## src/rtl/fc_pkg.sv

```systemverilog
// Shared types and constants for the Dcache flow controller.
package fc_pkg;

  localparam int ADDR_W = 32;

  typedef enum logic [1:0] {
    FC_IDLE = 2'd0,
    FC_REQ  = 2'd1,
    FC_WAIT = 2'd2
  } fc_state_e;

endpackage

```

## src/rtl/fc_timeout_cnt.sv

```systemverilog
// Wait-cycle counter for the flow controller; only built when FC_TIMEOUT_EN is defined.
module fc_timeout_cnt #(
  parameter logic [7:0] LIMIT = 8'd255
) (
  input  logic clk,
  input  logic rst,
  input  logic clear_i,
  input  logic en_i,
  output logic expired_o
);

  logic [7:0] r_cnt;

  assign expired_o = (r_cnt == LIMIT);

  // Saturates at LIMIT so an expiry cannot wrap back to an early count.
  always_ff @(posedge clk or posedge rst) begin
    if (rst) begin
      r_cnt <= 8'd0;
    end else if (clear_i) begin
      r_cnt <= 8'd0;
    end else if (en_i && !expired_o) begin
      r_cnt <= r_cnt + 8'd1;
    end
  end

endmodule

```

## src/rtl/dcache_fc.sv

```systemverilog
// Dcache flow controller: issues pipeline loads/stores to the Dcache and stalls until done.
// Optional abort on stuck transactions is enabled with the FC_TIMEOUT_EN macro.
module dcache_fc
  import fc_pkg::*;
#(
  parameter int TIMEOUT_CYCLES = 255
) (
  input  logic              clk,
  input  logic              rst,
  input  logic              mem_req_i,
  input  logic              mem_we_i,
  input  logic [ADDR_W-1:0] mem_addr_i,
  output logic              Dcache_req_o,
  output logic              Dcache_we_o,
  output logic [ADDR_W-1:0] Dcache_addr_o,
  input  logic              Dcache_gnt_i,
  input  logic              Dcache_rvalid_i,
  output logic              fc_stall_o,
  output logic              fc_Dcache_data_valid_o,
  output logic              fc_err_o
);

  fc_state_e         r_state;
  fc_state_e         w_state_n;
  logic [ADDR_W-1:0] r_addr;
  logic              r_we;
  logic              w_tmo;
  logic              w_req;
  logic              w_stall;
  logic              w_dv;
  logic              w_err;

`ifdef FC_TIMEOUT_EN
  logic w_cnt_clr;
  logic w_cnt_en;

  // Any state change restarts the count, so REQ->WAIT gets a fresh budget.
  assign w_cnt_clr = (w_state_n != r_state);
  assign w_cnt_en  = (r_state != FC_IDLE);

  fc_timeout_cnt #(
    .LIMIT (8'(TIMEOUT_CYCLES))
  ) u_tmo (
    .clk       (clk),
    .rst       (rst),
    .clear_i   (w_cnt_clr),
    .en_i      (w_cnt_en),
    .expired_o (w_tmo)
  );
`else
  assign w_tmo = 1'b0;
`endif

  always_ff @(posedge clk or posedge rst) begin
    if (rst) begin
      r_state <= FC_IDLE;
      r_addr  <= '0;
      r_we    <= 1'b0;
    end else begin
      r_state <= w_state_n;
      if (r_state == FC_IDLE && mem_req_i && !Dcache_gnt_i) begin
        r_addr <= mem_addr_i;
        r_we   <= mem_we_i;
      end
    end
  end

  always_comb begin
    w_state_n     = r_state;
    w_req         = 1'b0;
    Dcache_we_o   = r_we;
    Dcache_addr_o = r_addr;
    w_stall       = 1'b0;
    w_dv          = 1'b0;
    w_err         = 1'b0;
    case (r_state)
      FC_IDLE: begin
        w_req         = mem_req_i;
        Dcache_we_o   = mem_we_i;
        Dcache_addr_o = mem_addr_i;
        if (mem_req_i) begin
          if (Dcache_gnt_i) begin
            // A granted store retires immediately; a granted load waits for data.
            w_stall = !mem_we_i;
            if (!mem_we_i) w_state_n = FC_WAIT;
          end else begin
            w_stall   = 1'b1;
            w_state_n = FC_REQ;
          end
        end
      end
      FC_REQ: begin
        if (Dcache_gnt_i) begin
          w_req     = 1'b1;
          w_stall   = !r_we;
          w_state_n = r_we ? FC_IDLE : FC_WAIT;
        end else if (w_tmo) begin
          w_err     = 1'b1;
          w_state_n = FC_IDLE;
        end else begin
          w_req   = 1'b1;
          w_stall = 1'b1;
        end
      end
      FC_WAIT: begin
        if (Dcache_rvalid_i) begin
          w_dv      = 1'b1;
          w_state_n = FC_IDLE;
        end else if (w_tmo) begin
          w_err     = 1'b1;
          w_state_n = FC_IDLE;
        end else begin
          w_stall = 1'b1;
        end
      end
      default: w_state_n = FC_IDLE;
    endcase
  end

  // IDLE passes the request through combinationally, so reset must mask it explicitly.
  assign Dcache_req_o           = w_req   && !rst;
  assign fc_stall_o             = w_stall && !rst;
  assign fc_Dcache_data_valid_o = w_dv    && !rst;
  assign fc_err_o               = w_err   && !rst;

endmodule

```

## config.mk

```make
export PLATFORM = sky130hd
export DESIGN_NAME = dcache_fc
export DESIGN_NICKNAME = d
export VERILOG_FILES = /design/src/rtl/fc_pkg.sv /design/src/rtl/fc_timeout_cnt.sv /design/src/rtl/dcache_fc.sv
export SDC_FILE = /design/constraint.sdc
export NUM_CORES = 1
export LEC_CHECK = 0
export ABC_AREA = 1
export BUFFER_PORTS_ARGS = -buffer_cell sky130_fd_sc_hd__buf_2
export CORE_ASPECT_RATIO = 0.75
export CORE_UTILIZATION = 45
export CTS_BUF_LIST = sky130_fd_sc_hd__clkbuf_8
export DETAILED_ROUTE_END_ITERATION = 6
export PLACE_DENSITY = 0.75
export SETUP_SLACK_MARGIN = 0.1
export SYNTH_ARGS = -nofsm -noshare
export SYNTH_HDL_FRONTEND = slang
export SYNTH_SLANG_ARGS = --single-unit
```

## constraint.sdc

```tcl
create_clock -name clk -period 2 [get_ports clk]
set_clock_uncertainty 0.2 [all_clocks]
set_input_delay 0.3 -clock clk [delete_from_list [all_inputs] [get_ports clk]]
set_output_delay 0.3 -clock clk [all_outputs]
set_load 0.005 [all_outputs]
```

==> summary.md <==
| Metric | Value |
|---|---|
| Fmax | `529 MHz` |
| Net Sw Frac | `39.1%` |
| Clock network power share | `14.0%` |
| Crit-path max FO | `35` |
| R2R Path Start | `r_state[1]$_DFFE_PP0P_` |
| Static leakage | `0.00146 uW` |
| Worst endpoint required time | `1.50 ns` |
| Distinct cells, synth | `18` |
| Status | `finished, final reports clean` |
| Routed WL | `4.35 mm` |
| GR Util met2 | `31.9%` |
| Most used routing layer | `met2` |
| PwrDens | `1480 nW/um^2` |
| Port buffer count | `73` |
| Hold Path Class | `input pin to register` |
| NetSw | `1530 uW` |
| RD Place Congestion | `0.755` |
| Root buffer cell | `clkbuf_8` |
| GR Util met1 | `26.8%` |
| Mean cell area of the mapped netlist | `7.67 sq um` |
| DRT antenna net count | `0` |
| P&R area growth vs syn | `40.3%` |
| Logic pwr share | `54.9%` |
| Power Internal | `2380 uW` |
| Post-synth ARST share | `100%` |
| Drt first pass iters | `4` |
| WS Path Type | `register to primary output` |
| Final HPWL DP | `2.76 mm` |
| First-pass GRT wire length | `7.00 mm` |
| Syn Std Cell Area | `1890 sq um` |
| Die area | `4460 sq um` |
| Reg-to-Reg End | `r_addr[28]$_DFFE_PP0P_` |
| EDFF count, synth | `0` |
| Flop pwr share | `31.1%` |
| Worst slack, placed | `0.255 ns` |
| Cell row count | `19` |
| Sink Count | `35` |
| Synth Register Bits | `35` |
| Vias/cell | `4.75` |
| 1st-iter DRT viols | `78` |
| GRT overflow | `0` |
| Crit path arrival time | `1.39 ns` |
| CORE AREA | `3830 sq um` |
| Max Cap Viol | `0` |
| CTS Buf Count | `5` |
| Ranking of synthesized cells by area | `dfrtp_1, nand2_1, o21ai_0` |
| Clk buf depth | `2` |
| Setup crit end kind | `primary output` |
| Synth cell count leaders | `nand2_1, o21ai_0, inv_1, dfrtp_1, nor2_1` |
| Syn nets | `284` |
| Total GRT Usage | `19.9%` |
| Post-route insts no fill | `383` |
| CTS tree | `done` |
| H-tree levels | `2` |
| Most frequent cell after synthesis | `nand2_1` |
| Setup TNS | `0 ns` |
| Initial Utilization | `49.3%` |
| Min-Delay Path Depth | `3` |
| HP Start | `mem_addr_i[17]` |
| Fraction of the cycle the final worst path needs | `94.4%` |
| Clock slew seen by the registers of the worst setup and hold paths | `0.06 ns` |
| Setup violators final | `0` |
| VDD IR-drop max | `0.837 mV` |
| Startpoint types | `register` |
| Fin. max-slew vios | `0` |
| Initial antenna violation count | `0` |
| Wire length per cell | `11.4 um` |
| Fin. Hold Viols | `0` |
| Vias | `1821` |
| Clock latency on the worst-skew pair | `0.28 ns` |
| Top FF cell, synth | `dfrtp_1` |
| Vias in the first global route | `1594` |
| Largest net degree at the start of global routing | `36` |
| Hold slack | `0.0701 ns` |
| Synth area leader | `dfrtp_1` |
| Placed cells | `361` |
| Die Span X | `76.8 um` |
| Worst r2r path cells | `8` |
| RSZ-0062 raised after global routing | `yes` |
| Syn Inst Count | `246` |
| Minimum clock period | `1.89 ns` |
| Die H | `58.1 um` |
| I/O pins | `75` |
| Yosys warning count | `0` |
| Hold EP | `r_addr[17]$_DFFE_PP0P_` |
| Sequential fraction of the synthesis area | `46.4%` |
| FF-to-FF setup slack | `0.31 ns` |
| NumNets Final | `368` |
| Met3 Track Usage GR | `4.09%` |
| Final core occ | `69.1%` |
| Beginning of the critical path | `r_state[1]$_DFFE_PP0P_` |
| Top cell type's share of synthesized area | `46.4%` |
| Final WS setup | `0.111 ns` |
| Ratio of cells with drive above 1 in the final layout | `42.3%` |
| DRC Markers | `0` |
| Diode count | `0` |
[flip-flops by register name, summed over array words and instances, names as in the netlist]
register,count
r_state,2
r_addr,32
r_we,1
[cell type report]
cell class	instances	area, sq um
timing repair buffer	92	594
inverter	40	158
sequential	35	877
multi-input combinational	156	852
fill	322	1180
clock buffer	7	96.3
tap	52	65.1
clock inverter	1	3.75
[power groups by stage]
stage	clock [uW]	combinational [uW]	sequential (uW)
after floorplan	0	1070	1190
after global placement	0	1560	1230
after detailed placement	0	1600	1240
after CTS	560	1810	1220
after global routing	593	2390	1260
final	548	2150	1220
[cells by family after synthesis]
family	share of synthesized area, %
buffers and inverters	13.1
AO/OA/AOI/OAI	21.3
flip-flops	46.4
AND/OR/NAND/NOR	19.0
other	0.199
[stage by stage]
stage                     cell area [sq um]  total power (uW)
after global routing                   2650              4250
after CTS                              2470              3600
after global placement                 2280              2790
after detailed placement               2280              2840
final                                  2650              3920
after floorplan                        1890              2260
[layout by cell type, fill, tap and decap left out, drive strengths merged]
cell          n
nor3          1
clkbuf        9
nor4          1
nand2        60
dlygate4sd3   1
nor2         21
buf          89
a21oi        16
nand3         6
dfrtp        35
inv          41
conb          1
o21ai        50
[worst max-delay path by stage]
stage	endpoint	slack [ns]	depth (start not counted)
after detailed placement	fc_stall_o	0.26	6
after global routing	fc_stall_o	0.03	7
final	fc_stall_o	0.11	7
after global placement	fc_stall_o	0.28	6
after CTS	fc_stall_o	0.07	6
after floorplan	Dcache_addr_o[3]	0.40	5
[critical path: stages, from the launching register on]
cell,delay [ns]
dfrtp_1,0.41
nor2_4,0.14
buf_4,0.15
inv_8,0.07
nor2_1,0.11
nor2_1,0.06
nor2_1,0.07
buf_2,0.11
[per-layer routing]
metal / wire length [um] / up-vias
li1: - / 928
met1: 2100 / 840
met2: 2030 / 48
met3: 159 / 5
met4: 54 / 0
met5: 0 / -
[what timing repair did]
action | CTS | global route
gates cloned | 1 | 2
hold endpoints to repair | 35 | 0
pin swaps | 1 | 1
endpoints found under the setup margin | 34 | 63
hold buffers | 1 | 0
setup buffers | 4 | 7
gates resized for setup | 8 | 43
No activity file was read; power rests on OpenSTA's default activity.
